`config.mk`:
```
export PLATFORM = sky130hd
export DESIGN_NAME = multi_cycle_controller
export DESIGN_NICKNAME = d
export VERILOG_FILES = /design/src/rtl/mc_ctrl_defs.sv /design/src/rtl/instr_class_decode.sv /design/src/rtl/multi_cycle_controller.sv
export SDC_FILE = /design/constraint.sdc
export NUM_CORES = 1
export LEC_CHECK = 0
export CAP_MARGIN = 20
export CORE_MARGIN = 5
export CORE_UTILIZATION = 38
export DETAILED_ROUTE_END_ITERATION = 10
export PLACE_DENSITY_LB_ADDON = 0.12
export SYNTH_ARGS = -nofsm -noshare
export SYNTH_HDL_FRONTEND = slang
export SYNTH_HIERARCHICAL = 1
export SYNTH_SLANG_ARGS = --single-unit
```
`constraint.sdc`:
```
create_clock -name clk -period 4.4 [get_ports clk]
set_clock_uncertainty 0.2 [all_clocks]
set_input_delay 0.88 -clock clk [delete_from_list [all_inputs] [get_ports clk]]
set_output_delay 0.88 -clock clk [all_outputs]
set_load 0.01 [all_outputs]
```
`src/rtl/mc_ctrl_defs.sv`:
```
// Shared definitions for the multi-cycle MIPS control FSM: state codes, opcodes,
// ALU operation codes and datapath mux selects.
package mc_ctrl_defs;

    typedef enum logic [2:0] {
        StIf  = 3'd0,
        StId  = 3'd1,
        StEx  = 3'd2,
        StMem = 3'd3,
        StWb  = 3'd4
    } state_e;

    typedef enum logic [3:0] {
        ClsJump,
        ClsJumpLink,
        ClsJreg,
        ClsJregLink,
        ClsBranch,
        ClsLoad,
        ClsStore,
        ClsRtype,
        ClsItype,
        ClsUndef
    } instr_class_e;

    localparam logic [5:0] OpRtype = 6'd0;
    localparam logic [5:0] OpJ     = 6'd2;
    localparam logic [5:0] OpJal   = 6'd3;
    localparam logic [5:0] OpBeq   = 6'd4;
    localparam logic [5:0] OpAddi  = 6'd8;
    localparam logic [5:0] OpAddiu = 6'd9;
    localparam logic [5:0] OpSlti  = 6'd10;
    localparam logic [5:0] OpAndi  = 6'd12;
    localparam logic [5:0] OpLui   = 6'd15;
    localparam logic [5:0] OpLw    = 6'd35;
    localparam logic [5:0] OpSw    = 6'd43;

    localparam logic [5:0] FnSll  = 6'd0;
    localparam logic [5:0] FnSrl  = 6'd2;
    localparam logic [5:0] FnSra  = 6'd3;
    localparam logic [5:0] FnJr   = 6'd8;
    localparam logic [5:0] FnJalr = 6'd9;

    localparam logic [3:0] AluAdd   = 4'd0;
    localparam logic [3:0] AluSub   = 4'd1;
    localparam logic [3:0] AluRtype = 4'd2;
    localparam logic [3:0] AluAnd   = 4'd3;
    localparam logic [3:0] AluSlt   = 4'd4;

    localparam logic [1:0] MemtoRegAluOut = 2'd0;
    localparam logic [1:0] MemtoRegMdr    = 2'd1;
    localparam logic [1:0] MemtoRegPc     = 2'd2;

    localparam logic [1:0] RegDstRt = 2'd0;
    localparam logic [1:0] RegDstRd = 2'd1;
    localparam logic [1:0] RegDstRa = 2'd2;

    localparam logic [1:0] SrcAPc    = 2'd0;
    localparam logic [1:0] SrcAReg   = 2'd1;
    localparam logic [1:0] SrcAShamt = 2'd2;

    localparam logic [1:0] SrcBReg    = 2'd0;
    localparam logic [1:0] SrcBFour   = 2'd1;
    localparam logic [1:0] SrcBImm    = 2'd2;
    localparam logic [1:0] SrcBImmSl2 = 2'd3;

    localparam logic [1:0] PcSrcAlu    = 2'd0;
    localparam logic [1:0] PcSrcAluOut = 2'd1;
    localparam logic [1:0] PcSrcJump   = 2'd2;
    localparam logic [1:0] PcSrcRs     = 2'd3;

    // Shift-by-immediate R-types take shamt rather than rs on the A port.
    function automatic logic is_shamt_shift(input logic [5:0] funct);
        return (funct == FnSll) || (funct == FnSrl) || (funct == FnSra);
    endfunction

endpackage

```
`src/rtl/instr_class_decode.sv`:
```
// Combinational instruction classifier: maps OpCode/Funct onto the class the
// control FSM keys its transitions and outputs on.
module instr_class_decode
    import mc_ctrl_defs::*;
(
    input  logic [5:0]   opcode,
    input  logic [5:0]   funct,
    output instr_class_e iclass
);

    always_comb begin
        iclass = ClsUndef;
        case (opcode)
            OpRtype: begin
                if (funct == FnJr)        iclass = ClsJreg;
                else if (funct == FnJalr) iclass = ClsJregLink;
                else                      iclass = ClsRtype;
            end
            OpJ:                                        iclass = ClsJump;
            OpJal:                                      iclass = ClsJumpLink;
            OpBeq:                                      iclass = ClsBranch;
            OpLw:                                       iclass = ClsLoad;
            OpSw:                                       iclass = ClsStore;
            OpAddi, OpAddiu, OpSlti, OpAndi, OpLui:     iclass = ClsItype;
            default:                                    iclass = ClsUndef;
        endcase
    end

endmodule

```
`src/rtl/multi_cycle_controller.sv`:
```
// Main control FSM of the multi-cycle MIPS datapath (IF/ID/EX/MEM/WB). Outputs are
// decoded from the current state and instruction class, and forced low in reset.
module multi_cycle_controller
    import mc_ctrl_defs::*;
(
    input  logic       clk,
    input  logic       reset,
    input  logic [5:0] OpCode,
    input  logic [5:0] Funct,
    output logic       PCWrite,
    output logic       PCWriteCond,
    output logic       IorD,
    output logic       MemRead,
    output logic       MemWrite,
    output logic       IRWrite,
    output logic       RegWrite,
    output logic       ExtOp,
    output logic       LuiOp,
    output logic [1:0] MemtoReg,
    output logic [1:0] RegDst,
    output logic [1:0] ALUSrcA,
    output logic [1:0] ALUSrcB,
    output logic [1:0] PCSource,
    output logic [3:0] ALUOp,
    output logic [2:0] State
);

    state_e       state_q, state_d;
    instr_class_e iclass;

    instr_class_decode u_decode (
        .opcode (OpCode),
        .funct  (Funct),
        .iclass (iclass)
    );

    always_ff @(posedge clk or negedge reset) begin
        if (!reset) state_q <= StIf;
        else        state_q <= state_d;
    end

    assign State = state_q;

    always_comb begin
        state_d     = StIf;
        PCWrite     = 1'b0;
        PCWriteCond = 1'b0;
        IorD        = 1'b0;
        MemRead     = 1'b0;
        MemWrite    = 1'b0;
        IRWrite     = 1'b0;
        RegWrite    = 1'b0;
        ExtOp       = 1'b0;
        LuiOp       = 1'b0;
        MemtoReg    = MemtoRegAluOut;
        RegDst      = RegDstRt;
        ALUSrcA     = SrcAPc;
        ALUSrcB     = SrcBReg;
        PCSource    = PcSrcAlu;
        ALUOp       = AluAdd;

        case (state_q)
            StIf: begin
                MemRead = 1'b1;
                IRWrite = 1'b1;
                ALUSrcB = SrcBFour;
                PCWrite = 1'b1;
                state_d = StId;
            end
            StId: begin
                // Branch target is computed speculatively into ALUOut.
                ALUSrcB = SrcBImmSl2;
                ExtOp   = 1'b1;
                state_d = StEx;
                case (iclass)
                    ClsJump, ClsJumpLink: begin
                        PCWrite  = 1'b1;
                        PCSource = PcSrcJump;
                        state_d  = StIf;
                    end
                    ClsJreg, ClsJregLink: begin
                        PCWrite  = 1'b1;
                        PCSource = PcSrcRs;
                        state_d  = StIf;
                    end
                    ClsUndef: state_d = StIf;
                    default:  ;
                endcase
                // Link writes PC (already PC+4) on the same edge PC takes the target.
                if (iclass == ClsJumpLink || iclass == ClsJregLink) begin
                    RegWrite = 1'b1;
                    MemtoReg = MemtoRegPc;
                    RegDst   = (iclass == ClsJumpLink) ? RegDstRa : RegDstRd;
                end
            end
            StEx: begin
                case (iclass)
                    ClsBranch: begin
                        ALUSrcA     = SrcAReg;
                        ALUOp       = AluSub;
                        PCWriteCond = 1'b1;
                        PCSource    = PcSrcAluOut;
                    end
                    ClsLoad, ClsStore: begin
                        ALUSrcA = SrcAReg;
                        ALUSrcB = SrcBImm;
                        ExtOp   = 1'b1;
                        state_d = StMem;
                    end
                    ClsRtype: begin
                        ALUOp   = AluRtype;
                        ALUSrcA = is_shamt_shift(Funct) ? SrcAShamt : SrcAReg;
                        state_d = StWb;
                    end
                    ClsItype: begin
                        ALUSrcA = SrcAReg;
                        ALUSrcB = SrcBImm;
                        state_d = StWb;
                        case (OpCode)
                            OpSlti: begin
                                ALUOp = AluSlt;
                                ExtOp = 1'b1;
                            end
                            OpAndi:  ALUOp = AluAnd;
                            OpLui:   LuiOp = 1'b1;
                            default: ExtOp = 1'b1;
                        endcase
                    end
                    default: ;
                endcase
            end
            StMem: begin
                if (iclass == ClsLoad) begin
                    IorD    = 1'b1;
                    MemRead = 1'b1;
                    state_d = StWb;
                end else if (iclass == ClsStore) begin
                    IorD     = 1'b1;
                    MemWrite = 1'b1;
                end
            end
            StWb: begin
                RegWrite = 1'b1;
                MemtoReg = (iclass == ClsLoad) ? MemtoRegMdr : MemtoRegAluOut;
                RegDst   = (iclass == ClsRtype) ? RegDstRd : RegDstRt;
            end
            default: state_d = StIf;
        endcase

        // Asynchronous squash: no enable may survive the reset assertion edge.
        if (!reset) begin
            PCWrite     = 1'b0;
            PCWriteCond = 1'b0;
            IorD        = 1'b0;
            MemRead     = 1'b0;
            MemWrite    = 1'b0;
            IRWrite     = 1'b0;
            RegWrite    = 1'b0;
            ExtOp       = 1'b0;
            LuiOp       = 1'b0;
            MemtoReg    = 2'd0;
            RegDst      = 2'd0;
            ALUSrcA     = 2'd0;
            ALUSrcB     = 2'd0;
            PCSource    = 2'd0;
            ALUOp       = 4'd0;
        end
    end

endmodule

```
==> flow_summary.ini <==
[outcome]
run_status = finished, violations left
violations_in_the_final_reports = negative setup slack

[yosys]
synthCells = 107
synth_seq_cells = 3
syn_area_um2 = 731
synthesis.yosys.warnings = 6
postSynthNetCount = 121
yosysSeqAreaShare = 0.103
average_size_of_a_mapped_cell_um2 = 6.83
ys_types = 42

[clock_network]
cts_hold_buffers = 0
clockBufferDepth = 2
worst_skew_pair.late_latency_ps = 230
tritoncts = done
ctsRootBufferMaster = sky130_fd_sc_hd__clkbuf_4
clock_tree.htree_level_count = 1
numCtsBuffers = 3
clkSinkCount = 3
clkSlewWorstSetupHoldPaths_ps = 40

[layout]
combined_area_of_the_multi_input_logic_cells_um2 = 704
syn2layout_area_growth_pct = 92.5
final.fill_count = 133
layout.cells.most_common = sky130_fd_sc_hd__buf_4
largest_register_ffs = 3
final_net_count = 183
sequential_cell_area_um2 = 75.1
finish.cell_count_without_fillers = 193
diodes = 0
most-common-layout-cells = sky130_fd_sc_hd__buf_4, sky130_fd_sc_hd__clkdlybuf4s50_1, sky130_fd_sc_hd__nor2_1
layout-drive-gt1-share = 0.345

[global_routing]
grt_first_pass_wirelength_um = 4760
grt_antenna_before_repair = 0
global_route.overflow_total = 0
grt_pass1_vias = 1100
track_usage = 0.211
grt_start_max_net_pins = 16

[sta]
hold_slack_ps = 444
setup-violations-final = 2
fin_crit_sh = 1.01
layout_min_cycle_time_ps = 4460
timing.fmax_ghz = 0.224
report.final.slew_viol_count = 0
worst_slack_ps = -58.8
rsz_0062_raised_after_global_routing = yes
hold_viol_final = 0

[setup_path]
critPathCapture = ALUOp[1]
origin_of_the_worst_setup_path = Funct[2]
worstPathRequired_ps = 3320
critical_path.reg2reg.startpoint = State[0]
crit_type = input port to output pin
worstRegToRegCells = 3
worstSetupEndpointType = output pin
reg2reg_slack_ps = 2970
reg2reg_to = State[1]
timing.critical_path.arrival_ps = 3380
worstPathMaxFanout = 3
start_kind = input port

[drt]
drt_pass1_iterations = 4
finalWirelength_um = 2920
dr.first_iter.drc_count = 46
drt-vias-per-instance = 5.82
total_via_count_after_detailed_routing = 1124
drtAntennaViolNets = 0
remaining_drc_errors = 0
post_drt_wl_per_cell_um = 15.1

[pwr]
power.density_cell_area_mw_per_mm2 = 194
reg_power_frac = 0.209
power.clock.fraction = 0.177
combPwrFrac = 0.614
vdd_drop_max_mv = 0.174
proportion_of_total_power_due_to_net_switching = 0.423
power.internal_mw = 0.157
switchingPower_mw = 0.115
cellLeakagePower_nw = 0.633

[floorplanning]
dieWidth_um = 53.9
core.rowCount = 15
floorplan.core_area_mm2 = 0.00178
die_area_mm2 = 0.00290
initial_core_utilization = 0.410
fp.dieH_um = 53.9
num_io_pins = 40

[hold_path]
class_of_the_worst_hold_path = flop to flop

[placement]
half_perimeter_wire_length_after_placement_um = 2010
globalplace.congestion = 0.827
placedCellCount = 188
place.port_buffers = 38

[flow_run]
number_of_violations_of_the_max_capacitance_limit = 0
[cells in the mapped netlist (all sizes together)]
| cell | instances | share of area |
|---|---|---|
| nor3b | 2 | 0.021 |
| o311ai | 2 | 0.024 |
| a2111oi | 3 | 0.036 |
| nand4 | 1 | 0.0086 |
| o31ai | 2 | 0.021 |
| nand4b | 2 | 0.024 |
| or2 | 1 | 0.0086 |
| or4bb | 1 | 0.015 |
| a21bo | 1 | 0.014 |
| clkbuf | 6 | 0.031 |
| nand3 | 4 | 0.027 |
| dfrtp | 3 | 0.10 |
| a21oi | 5 | 0.034 |
| a21o | 3 | 0.031 |
| nand2b | 4 | 0.034 |
| and2 | 3 | 0.026 |
| nand4bb | 1 | 0.015 |
| o22ai | 1 | 0.0086 |
| and3 | 1 | 0.0086 |
| nor4bb | 2 | 0.027 |
| a31oi | 4 | 0.034 |
| a211oi | 2 | 0.021 |
| o21bai | 1 | 0.010 |
| and3b | 1 | 0.012 |
| or4b | 4 | 0.065 |
| o21ai | 4 | 0.027 |
| nor3 | 5 | 0.034 |
| or3b | 1 | 0.012 |
| inv | 4 | 0.021 |
| buf | 2 | 0.017 |
| nor4 | 4 | 0.034 |
| nand2 | 4 | 0.021 |
| nor2 | 9 | 0.046 |
| nand3b | 2 | 0.021 |
| nor2b | 7 | 0.060 |
| conb | 1 | 0.0051 |
| xnor2 | 2 | 0.024 |
| or3 | 1 | 0.0086 |
| and2b | 1 | 0.010 |
[worst max-delay path: stages]
cell and delay, ps:
sky130_fd_sc_hd__clkdlybuf4s15_1 170, sky130_fd_sc_hd__or4b_4 540, sky130_fd_sc_hd__o311ai_4 280, sky130_fd_sc_hd__o311ai_2 150
sky130_fd_sc_hd__or4b_4 540, sky130_fd_sc_hd__or4b_4 540, sky130_fd_sc_hd__a21oi_2 110, sky130_fd_sc_hd__buf_2 150
[power by group through the flow]
stage / Combinational [mW] / Sequential (mW) / Clock [mW]
floorplan: 0.0878 / 0.0440 / 0
global placement: 0.158 / 0.0553 / 0
detailed placement: 0.163 / 0.0568 / 0
CTS: 0.164 / 0.0559 / 0.0492
global route: 0.179 / 0.0607 / 0.0520
finish: 0.167 / 0.0571 / 0.0483
[cells by family after synthesis]
kind of cell / Yosys count / synth area share
buffers and inverters: 12 / 0.0685
xor gates and xnor gates: 2 / 0.0240
and+or+nand+nor: 61 / 0.539
other: 1 / 0.00513
AOI/OAI and AO/OA: 28 / 0.260
DFF: 3 / 0.103
[per-layer routing]
metal | up-vias | GRT usage | share of wire
li1 | 531 | - | -
met1 | 540 | 0.283 | 0.45
met2 | 51 | 0.353 | 0.48
met3 | 2 | 0.0416 | 0.067
met4 | 0 | 0.0298 | 0.0048
met5 | - | 0 | 0
[layout make-up]
type                            count  area share
Clock buffer                        4      0.0187
Inverter                            4      0.0107
Multi-Input combinational cell     92       0.501
Sequential cell                     3      0.0534
Tap cell                           25      0.0222
Timing Repair Buffer               65       0.394
[worst min-delay path by stage]
stage / start / endpoint / slack [ps] / cells after the start
3_5_place_dp: State[2] / State[1] / 420 / 1
5_1_grt: State[2] / State[1] / 460 / 1
2_1_floorplan: reset / State[0] / 380 / 0
6_report: State[2] / State[1] / 440 / 1
4_1_cts: State[2] / State[1] / 430 / 1
3_3_place_gp: State[2] / State[1] / 400 / 1
[timing repair]
item | in CTS | in global routing
endpoints found under the setup margin | 20 | 15
resized for setup | 46 | 21
pin swaps | 8 | 1
setup buffers | 2 | 0
[metrics by stage]
stage | instance area, µm² | setup TNS (ps) | total power [mW] | utilization | setup slack, ps
after floorplan | 731 | 0 | 0.132 | - | 190
after global placement | 1300 | -5900 | 0.214 | 0.731 | -711
after detailed placement | 1300 | -6690 | 0.219 | 0.731 | -738
after CTS | 1390 | -153 | 0.269 | 0.778 | -57.8
after global routing | 1410 | -674 | 0.292 | 0.789 | -152
final | 1410 | -58.9 | 0.273 | 0.789 | -58.8
Note: power is estimated with default switching activity, not from simulation.
==> variant, RTL diff (same settings) <==
Register the output `ALUSrcB`, cleared by the reset; this adds one clock of latency there. The other outputs are not delayed to match.
--- a/src/rtl/multi_cycle_controller.sv
+++ b/src/rtl/multi_cycle_controller.sv
@@ -24,6 +24,8 @@
     output logic [3:0] ALUOp,
     output logic [2:0] State
 );
+
+    logic [1:0] ALUSrcB_d;
 
     state_e       state_q, state_d;
     instr_class_e iclass;
@@ -55,7 +57,7 @@
         MemtoReg    = MemtoRegAluOut;
         RegDst      = RegDstRt;
         ALUSrcA     = SrcAPc;
-        ALUSrcB     = SrcBReg;
+        ALUSrcB_d   = SrcBReg;
         PCSource    = PcSrcAlu;
         ALUOp       = AluAdd;
 
@@ -63,13 +65,13 @@
             StIf: begin
                 MemRead = 1'b1;
                 IRWrite = 1'b1;
-                ALUSrcB = SrcBFour;
+                ALUSrcB_d = SrcBFour;
                 PCWrite = 1'b1;
                 state_d = StId;
             end
             StId: begin
                 // Branch target is computed speculatively into ALUOut.
-                ALUSrcB = SrcBImmSl2;
+                ALUSrcB_d = SrcBImmSl2;
                 ExtOp   = 1'b1;
                 state_d = StEx;
                 case (iclass)
@@ -103,7 +105,7 @@
                     end
                     ClsLoad, ClsStore: begin
                         ALUSrcA = SrcAReg;
-                        ALUSrcB = SrcBImm;
+                        ALUSrcB_d = SrcBImm;
                         ExtOp   = 1'b1;
                         state_d = StMem;
                     end
@@ -114,7 +116,7 @@
                     end
                     ClsItype: begin
                         ALUSrcA = SrcAReg;
-                        ALUSrcB = SrcBImm;
+                        ALUSrcB_d = SrcBImm;
                         state_d = StWb;
                         case (OpCode)
                             OpSlti: begin
@@ -161,11 +163,19 @@
             MemtoReg    = 2'd0;
             RegDst      = 2'd0;
             ALUSrcA     = 2'd0;
-            ALUSrcB     = 2'd0;
+            ALUSrcB_d   = 2'd0;
             PCSource    = 2'd0;
             ALUOp       = 4'd0;
         end
     end
 
+    always_ff @(posedge clk or negedge reset) begin
+        if (!reset) begin
+            ALUSrcB <= '0;
+        end else begin
+            ALUSrcB <= ALUSrcB_d;
+        end
+    end
+
 endmodule
 
Function: changed (Yosys sat finds a counterexample within 4 cycles, from zero or initial values and one cycle with reset low).
==> variant against the unedited design <==
- highest routed layer unchanged
- power rose by 13%
- sequential cell count rose by 2
- setup slack improved by 0.029 ns
- the flow still finishes with violations (setup timing)
- register-to-register slack got worse by 0.09 ns
- synthesized area rose by 6.8%
- cell area rose by 7.8%
- via count rose by 3.1%
- routed wire length rose by 11%
- global-route usage fell by 0.88 points
- cell count rose by 4.7%
==> variant: results (changes against the unedited design) <==
| Metric | Value |
|---|---|
| Ratio of cells with drive above 1 in the final layout | `37.71% (+3.2 points)` |
| Final worst slack | `-0.03017 ns (+0.02863 ns)` |
| Reg2Reg Setup Slack | `2.88 ns (-0.09 ns)` |
| GRT Total Usage | `20.24% (-0.88 points)` |
| Clk Latency, worst-skew pair | `0.25 ns (+0.02 ns)` |
| Hold EP | `ALUSrcB[0]` |
| Pint | `0.1848 mW (+17%)` |
| Worst path max stage delay | `0.57 ns (+0.03 ns)` |
| Failing checks | `setup timing` |
| CP arrival | `3.35 ns (-0.03 ns)` |
| Gate Count Post-Synth | `109 (+1.9%)` |
| Final wirelength | `3253 um (+11%)` |
| Synthesized Nets | `123 (+1.7%)` |
| Placement Setup Slack | `-0.7369 ns (+0.001400 ns)` |
| Worst hold slack | `0.4198 ns (-0.02381 ns)` |
| Post-layout net count | `190 (+3.8%)` |
| Setup violators final | `1 (-1)` |
| Outcome | `complete, but fails checks` |
| Share of the yosys chip area belonging to registers | `16.03% (+5.8 points)` |
| Synth cell count leaders | `9 x nor2_1, 7 x nor2b_1, 6 x clkbuf_1` |
| Routed vias/inst | `5.738 (-1.5%)` |
| WL/cell | `16.10 um (+6.3%)` |
| Detail Placement HPWL | `2120 um (+5.2%)` |
| Synth area leaders | `dfrtp_1 16%, nor2b_1 5.6%, nor2_1 4.3%` |
| Pleak | `0.6980 nW (+10%)` |
==> variant: kinds of logic after synthesis <==
| logic type | after synthesis | share of synthesized area, % |
|---|---|---|
| other cells | 1 | 0.4803 |
| xor+xnor | 2 | 2.244 |
| compound gates | 28 | 24.36 |
| flops | 5 | 16.03 |
| simple gates | 61 | 50.48 |
| buf+inv | 12 | 6.409 |
==> variant: routing by layer <==
metal / track usage [%] / wire length (um)
met4: 7.292 / 69
met5: 0 / 0
met2: 35.98 / 1646
met1: 22.52 / 1366
met3: 6.061 / 170
==> variant: area by class of cell <==
cell class | count | area (um2)
Clock buffer | 4 | 26.28
Timing Repair Buffer | 70 | 599.3
Inverter | 4 | 15.01
Tap cell | 27 | 33.78
Fill cell | 160 | 445.4
Multi-Input combinational cell | 92 | 716.9
Sequential cell | 5 | 125.1
==> variant: what timing repair did <==
item	CTS	global route
setup endpoints to repair	19	18
setup buffers	4	2
pin swaps	9	7
gates resized for setup	51	24
==> variant: worst max-delay path, delay by kind of cell <==
kind / cells / cell delay [ns]
and+or+nand+nor: 3 / 1.66
AOI/OAI and AO/OA: 3 / 0.56
buffers and inverters: 2 / 0.24
==> variant: power groups by stage <==
stage          clock network, mW  logic [mW]  registers (mW)
3_5_place_dp                   0       0.161          0.0803
6_report                  0.0558       0.173          0.0808
5_1_grt                   0.0599       0.187          0.0838
3_3_place_gp                   0       0.158          0.0784
2_1_floorplan                  0      0.0854          0.0695
4_1_cts                   0.0558       0.164          0.0796
==> variant: metrics by stage <==
stage | TNS (ns) | instance area [um2] | power (mW)
global placement | -5.501 | 1355 | 0.2366
finish | -0.03017 | 1516 | 0.3093
CTS | -0.09404 | 1450 | 0.2999
global route | -0.08551 | 1516 | 0.3308
floorplan | 0 | 780.7 | 0.1549
detailed placement | -6.161 | 1355 | 0.2416
